`config.mk`:
```
export PLATFORM = sky130hd
export DESIGN_NAME = barrel_shift
export DESIGN_NICKNAME = d
export VERILOG_FILES = /design/src/rtl/barrel_shift_pkg.sv /design/src/rtl/barrel_shift_stage.sv /design/src/rtl/barrel_shift.sv
export SDC_FILE = /design/constraint.sdc
export NUM_CORES = 1
export LEC_CHECK = 0
export BUFFER_PORTS_ARGS = -buffer_cell sky130_fd_sc_hd__buf_4
export CELL_PAD_IN_SITES_DETAIL_PLACEMENT = 1
export CELL_PAD_IN_SITES_GLOBAL_PLACEMENT = 1
export CORE_ASPECT_RATIO = 2
export CORE_MARGIN = 1.5
export CORE_UTILIZATION = 46
export CTS_CLUSTER_SIZE = 8
export DETAILED_ROUTE_END_ITERATION = 12
export GPL_TIMING_DRIVEN = 0
export HOLD_SLACK_MARGIN = 0.06
export PLACE_DENSITY = 0.84
export SLEW_MARGIN = 10
export SYNTH_ARGS = -nofsm -noshare
export SYNTH_HDL_FRONTEND = slang
export SYNTH_SLANG_ARGS = --single-unit
```
`constraint.sdc`:
```
create_clock -name clk -period 2.18 [get_ports clk]
set_clock_uncertainty 0.1 [all_clocks]
set_input_delay 0.436 -clock clk [delete_from_list [all_inputs] [get_ports clk]]
set_output_delay 0.436 -clock clk [all_outputs]
set_load 0.05 [all_outputs]
```
`src/rtl/barrel_shift_pkg.sv`:
```
// Shared constants and elaboration helpers for the barrel shifter.
package barrel_shift_pkg;

   localparam logic [1:0] MODE_LOGICAL = 2'b00;
   localparam logic [1:0] MODE_ARITH   = 2'b01;
   localparam logic [1:0] MODE_ROTATE  = 2'b10;

   localparam logic DIR_LEFT  = 1'b0;
   localparam logic DIR_RIGHT = 1'b1;

   // Ceiling log2, usable in constant expressions.
   function automatic int clog2(input int value);
      int r;
      r = 0;
      for (int i = 0; i < 31; i++) begin
         if ((1 << i) < value) r = i + 1;
      end
      return r;
   endfunction

   // True for powers of two of at least 2.
   function automatic bit is_pow2(input int value);
      return (value >= 2) && ((value & (value - 1)) == 0);
   endfunction

endpackage

```
`src/rtl/barrel_shift_stage.sv`:
```
// One shifter level with a fixed distance, optionally followed by a register.
// Lost bits accumulate through the chain; control travels with the data.
module barrel_shift_stage
   import barrel_shift_pkg::*;
#(
   parameter int DATA_WIDTH  = 8,
   parameter int DISTANCE    = 1,
   parameter int SHIFT_WIDTH = 4,
   parameter int REGISTERED  = 1
) (
   input  logic                   clk,
   input  logic                   rst,
   input  logic                   en,
   input  logic                   valid_i,
   input  logic [DATA_WIDTH-1:0]  data_i,
   input  logic                   lost_i,
   input  logic [SHIFT_WIDTH-1:0] amt_i,
   input  logic                   dir_i,
   input  logic [1:0]             mode_i,
   output logic                   valid_o,
   output logic [DATA_WIDTH-1:0]  data_o,
   output logic                   lost_o,
   output logic [SHIFT_WIDTH-1:0] amt_o,
   output logic                   dir_o,
   output logic [1:0]             mode_o
);

   localparam int K = clog2(DISTANCE);
   localparam logic [DATA_WIDTH-1:0] LOW_MASK =
      {{(DATA_WIDTH-DISTANCE){1'b0}}, {DISTANCE{1'b1}}};

   logic [DATA_WIDTH-1:0] data_d;
   logic                  lost_d;

   // Shift by DISTANCE when this level's amount bit is set. The total
   // in-range shift never exceeds W-1, so bits leaving the right end are
   // always original data bits, never sign copies.
   always_comb begin
      data_d = data_i;
      lost_d = lost_i;
      if (amt_i[K]) begin
         if (mode_i == MODE_ROTATE) begin
            if (dir_i == DIR_RIGHT)
               data_d = (data_i >> DISTANCE) | (data_i << (DATA_WIDTH - DISTANCE));
            else
               data_d = (data_i << DISTANCE) | (data_i >> (DATA_WIDTH - DISTANCE));
         end else if (dir_i == DIR_LEFT) begin
            data_d = data_i << DISTANCE;
            lost_d = lost_i | (|(data_i >> (DATA_WIDTH - DISTANCE)));
         end else begin
            if (mode_i == MODE_ARITH)
               data_d = unsigned'($signed(data_i) >>> DISTANCE);
            else
               data_d = data_i >> DISTANCE;
            lost_d = lost_i | (|(data_i & LOW_MASK));
         end
      end
   end

   generate
      if (REGISTERED != 0) begin : g_reg
         logic                   valid_q;
         logic [DATA_WIDTH-1:0]  data_q;
         logic                   lost_q;
         logic [SHIFT_WIDTH-1:0] amt_q;
         logic                   dir_q;
         logic [1:0]             mode_q;

         // Level register; en freezes it, valid included.
         always_ff @(posedge clk or posedge rst) begin
            if (rst) begin
               valid_q <= 1'b0;
               data_q  <= '0;
               lost_q  <= 1'b0;
               amt_q   <= '0;
               dir_q   <= 1'b0;
               mode_q  <= '0;
            end else if (en) begin
               valid_q <= valid_i;
               data_q  <= data_d;
               lost_q  <= lost_d;
               amt_q   <= amt_i;
               dir_q   <= dir_i;
               mode_q  <= mode_i;
            end
         end

         assign valid_o = valid_q;
         assign data_o  = data_q;
         assign lost_o  = lost_q;
         assign amt_o   = amt_q;
         assign dir_o   = dir_q;
         assign mode_o  = mode_q;
      end else begin : g_comb
         logic unused_clk;
         assign unused_clk = ^{clk, rst, en};

         assign valid_o = valid_i;
         assign data_o  = data_d;
         assign lost_o  = lost_d;
         assign amt_o   = amt_i;
         assign dir_o   = dir_i;
         assign mode_o  = mode_i;
      end
   endgenerate

endmodule

```
`src/rtl/barrel_shift.sv`:
```
// Runtime-programmable pipelined barrel shifter: input register, an
// over-range pre-step, then log2(W) fixed-distance levels.
module barrel_shift
   import barrel_shift_pkg::*;
#(
   parameter string ARCHITECTURE = "BEHAVIORAL",
   parameter int    DATA_WIDTH   = 8,
   parameter int    SHIFT_WIDTH  = 4,
   parameter int    REG_EVERY    = 1
) (
   input  logic                   clk,
   input  logic                   rst,
   input  logic                   en,
   input  logic                   in_valid,
   input  logic [DATA_WIDTH-1:0]  data_in,
   input  logic [SHIFT_WIDTH-1:0] shift_amt,
   input  logic                   shift_dir,
   input  logic [1:0]             shift_mode,
   output logic [DATA_WIDTH-1:0]  data_out,
   output logic                   out_valid,
   output logic                   out_lost
);

   localparam int L = clog2(DATA_WIDTH);

   generate
      if (!is_pow2(DATA_WIDTH)) begin : g_bad_width
         $error("barrel_shift: DATA_WIDTH must be a power of two >= 2");
      end
      if (SHIFT_WIDTH != L + 1) begin : g_bad_shift_width
         $error("barrel_shift: SHIFT_WIDTH must equal log2(DATA_WIDTH)+1");
      end
      if (REG_EVERY < 1 || REG_EVERY > L) begin : g_bad_reg_every
         $error("barrel_shift: REG_EVERY must be in 1..log2(DATA_WIDTH)");
      end
      if (ARCHITECTURE != "BEHAVIORAL") begin : g_bad_arch
         $error("barrel_shift: unsupported ARCHITECTURE");
      end
   endgenerate

   logic                   vld_q;
   logic [DATA_WIDTH-1:0]  data_q;
   logic [SHIFT_WIDTH-1:0] amt_q;
   logic                   dir_q;
   logic [1:0]             mode_q;

   // Input register: every field captured on each enabled edge.
   always_ff @(posedge clk or posedge rst) begin
      if (rst) begin
         vld_q  <= 1'b0;
         data_q <= '0;
         amt_q  <= '0;
         dir_q  <= 1'b0;
         mode_q <= '0;
      end else if (en) begin
         vld_q  <= in_valid;
         data_q <= data_in;
         amt_q  <= shift_amt;
         dir_q  <= shift_dir;
         mode_q <= shift_mode;
      end
   end

   logic [L:0][DATA_WIDTH-1:0]  s_data;
   logic [L:0]                  s_lost;
   logic [L:0]                  s_vld;
   logic [L:0][SHIFT_WIDTH-1:0] s_amt;
   logic [L:0]                  s_dir;
   logic [L:0][1:0]             s_mode;

   // Over-range amounts (top amount bit set, non-rotate) resolve here in one
   // step: the result is pure fill and the levels see a zero amount. For
   // arithmetic right the sign bit survives as the fill, so only the bits
   // below it count as discarded.
   always_comb begin
      s_data[0] = data_q;
      s_lost[0] = 1'b0;
      s_amt[0]  = amt_q;
      if (amt_q[SHIFT_WIDTH-1] && (mode_q != MODE_ROTATE)) begin
         s_amt[0] = '0;
         if ((dir_q == DIR_RIGHT) && (mode_q == MODE_ARITH)) begin
            s_data[0] = {DATA_WIDTH{data_q[DATA_WIDTH-1]}};
            s_lost[0] = |data_q[DATA_WIDTH-2:0];
         end else begin
            s_data[0] = '0;
            s_lost[0] = |data_q;
         end
      end
   end

   assign s_vld[0]  = vld_q;
   assign s_dir[0]  = dir_q;
   assign s_mode[0] = mode_q;

   generate
      for (genvar k = 0; k < L; k++) begin : g_lvl
         localparam int REG = (((k + 1) % REG_EVERY) == 0 || k == L - 1) ? 1 : 0;
         barrel_shift_stage #(
            .DATA_WIDTH (DATA_WIDTH),
            .DISTANCE   (1 << k),
            .SHIFT_WIDTH(SHIFT_WIDTH),
            .REGISTERED (REG)
         ) u_stage (
            .clk    (clk),
            .rst    (rst),
            .en     (en),
            .valid_i(s_vld[k]),
            .data_i (s_data[k]),
            .lost_i (s_lost[k]),
            .amt_i  (s_amt[k]),
            .dir_i  (s_dir[k]),
            .mode_i (s_mode[k]),
            .valid_o(s_vld[k+1]),
            .data_o (s_data[k+1]),
            .lost_o (s_lost[k+1]),
            .amt_o  (s_amt[k+1]),
            .dir_o  (s_dir[k+1]),
            .mode_o (s_mode[k+1])
         );
      end
   endgenerate

   logic unused_ctrl;
   assign unused_ctrl = ^{s_amt[L], s_dir[L], s_mode[L]};

   assign data_out  = s_data[L];
   assign out_valid = s_vld[L];
   assign out_lost  = s_lost[L];

endmodule

```
==> out/metrics.yaml <==
critical_path:
  critPathKind: "reg -> reg"
  crit_required_ps: 2230
  crit_slowest_cell: "dfrtp_1"
  critPathMaxStageDelay_ps: 440
  reg2reg_depth: 4
  r2r_start: "mode_q[0]$_DFFE_PP0P_"
  worstPathArrival_ps: 1800
  cp-end-kind: "register"
  crit_path_frequent_cell: "o21ai_0"
  rrSetupSlack_ps: 430
  crit_fanout: 6
  reg2reg_to: "g_lvl[0].u_stage.data_o[1]$_DFFE_PP0P_"
  path_cells: "nor2b_1 > o21ai_0 > o221ai_1 > o21ai_0"
  start_kind: "register"
placement:
  dp.cells: 357
  gp_congestion: 0.913
  hpwlAfterDp_mm: 5.44
  port_buffers: 27
drt:
  firstDrtPassIters: 4
  drt-total-wl_mm: 7.32
  met2_length_mm: 4.25
  drt_iter0_drc: 60
  ant_nets: 0
  met1_length_mm: 2.43
  via_per_inst: 6.12
  top_layer: "met4"
  drc_errors: 0
  route.met3.wl_um: 209
  vias: 2234
  detail_route.wl_per_cell_um: 20.1
clock_tree:
  ctsHoldBuffers: 0
  cts_buffers: 5
  cts_sinks: 55
  clk_pin_slew_worst_paths_ps: 70
  cts_tree: "built"
  cts_setup_buffers: 0
  clockBufferDepth: 2
  htreeDepth: 2
  root_buffer: "clkbuf_16"
  clk-insertion-delay-late_ps: 300
  cts_resized: 0
pwr:
  vdd.ir_drop.worst_mv: 0.864
  p_per_area_nw_per_um2: 962
  cellLeakagePower_nw: 1.37
final_layout:
  fin_nets: 322
  instances_no_fill: 365
  multiInputGateArea_um2: 1180
  layout_common_cells: "dfrtp_1, mux2_2, buf_4"
  syn_to_final_growth_pct: 16.7
  seq_area_um2: 1380
  layout_commonest_cell: "dfrtp_1"
  drive_gt1_frac: 0.260
  nFillCells: 660
  antenna_cells: 0
  final_util: 0.557
grt:
  grt_use_total: 0.255
  grt_pass1_wl_mm: 12.3
  grt_pass1_vias: 2517
  grt-ovfl-total: 0
  antenna_found_initial: 0
  grt_max_degree: 33
sta:
  post-route-min-period_ps: 1750
  hold_viol: 0
  slew_violations: 0
  slew_headroom: 0.583
  worst_pin_slew_ps: 625
  grt_setup_unrepaired: "false"
  period_share: 0.803
  fmax_ghz: 0.571
  setup-violations-final: 0
yosys:
  ys_warn_count: 0
  synth_seq_cells: 55
  synth_area_um2: 2720
  synth_ff_type: "dfrtp_1"
  synth_fp_nets: 287
  seq_area_frac_synth: 0.505
  synth_area_per_cell_um2: 10.2
  synthArstFlopShare: 1.00
  synthCells: 268
  synth_cell_types: 41
  synth_edf_count: 0
worst_hold_path:
  hp-class: "in -> async"
floorplanning:
  die-height_um: 112
  die_w_um: 57.4
  ios: 29
  die_area_um2: 6420
  core.rowCount: 39
  start_util: 0.477
  design.core.area_um2: 5710
outcome:
  run_status: "completed"
flow_run:
  max-cap-violations: 0
-- report_power, final --
part / switching, mW / internal [mW] / total [mW]
logic: 0.495 / 0.327 / 0.822
registers: 0.185 / 1.20 / 1.38
clock network: 0.391 / 0.460 / 0.851
total: 1.07 / 1.99 / 3.06
-- registers in the layout (all words and copies together), names as in the netlist --
name                   cells
g_lvl.u_stage.mode_o       4
amt_q                      4
g_lvl.u_stage.amt_o        3
g_lvl.u_stage.valid_o      3
g_lvl.u_stage.dir_o        2
g_lvl.u_stage.data_o      24
dir_q                      1
data_q                     8
mode_q                     2
vld_q                      1
g_lvl.u_stage.lost_o       3
-- metal layers --
layer | vias up | GRT usage
met3 | 32 | 0.0511
met2 | 61 | 0.469
met1 | 1110 | 0.235
li1 | 1031 | -
met4 | 0 | 0.175
met5 | - | 0
-- cells by family (layout without fill, tap and decap cells) --
family | Yosys count | in the layout | synth area share
AO/OA/AOI/OAI | 77 | 77 | 0.180
AND/OR/NAND/NOR | 61 | 61 | 0.107
flip-flops | 55 | 55 | 0.505
buffers and inverters | 39 | 75 | 0.0615
multiplexers | 36 | 36 | 0.147
-- layout make-up --
type | count | share of cell area
clock buffers | 6 | 0.0437
flip-flops and latches | 55 | 0.433
inverters | 21 | 0.0248
multi-input cells | 174 | 0.371
plain buffers | 18 | 0.0280
well taps | 61 | 0.0240
clock inverters | 2 | 0.00512
repair buffers | 28 | 0.0701
-- cell usage after synthesis (2+ instances only) --
master	count	area (um^2)
buf_6	2	22.5
nand2b_1	4	25.0
nand2_1	16	60.1
buf_2	5	25.0
dfrtp_1	55	1380
a22oi_1	5	37.5
a21oi_1	17	85.1
a31oi_1	3	18.8
buf_1	2	7.51
nor2_1	23	86.3
o21ai_0	22	110
nand4_1	2	12.5
nor3_1	3	15.0
inv_1	20	75.1
nand3_1	3	15.0
a211oi_1	3	22.5
mux2_2	32	360
a311oi_1	2	17.5
nor4_1	3	18.8
clkbuf_1	9	33.8
nor2b_1	3	18.8
o22ai_1	8	50.1
o221ai_1	5	43.8
mux2i_1	4	40.0
-- per-stage QoR --
step	hold slack (ps)	worst slack [ps]	area (um^2)	setup TNS [ps]	power (mW)
6_report	84.2	429	3180	0	3.06
2_1_floorplan	353	301	2720	0	1.93
4_1_cts	101	400	3180	0	3.07
5_1_grt	129	285	3180	0	3.20
3_5_place_dp	380	364	3020	0	2.22
3_3_place_gp	366	-427	3000	-23350	2.18
-- worst max-delay path: cells and delay by family, from the launching register on --
| family | cells | cell delay [ps] |
|---|---|---|
| simple gates | 1 | 360 |
| compound gates | 3 | 700 |
| flops | 1 | 440 |
-- worst max path at each step --
stage / startpoint / end
final: mode_q[0]$_DFFE_PP0P_ / g_lvl[0].u_stage.data_o[1]$_DFFE_PP0P_
after global routing: g_lvl[0].u_stage.dir_o$_DFFE_PP0P_ / g_lvl[1].u_stage.lost_o$_DFFE_PP0P_
after CTS: g_lvl[0].u_stage.dir_o$_DFFE_PP0P_ / g_lvl[1].u_stage.lost_o$_DFFE_PP0P_
after detailed placement: en / g_lvl[1].u_stage.lost_o$_DFFE_PP0P_
after global placement: rst / mode_q[0]$_DFFE_PP0P_
after floorplan: rst / amt_q[0]$_DFFE_PP0P_
Note: power is estimated with default switching activity, not from simulation.
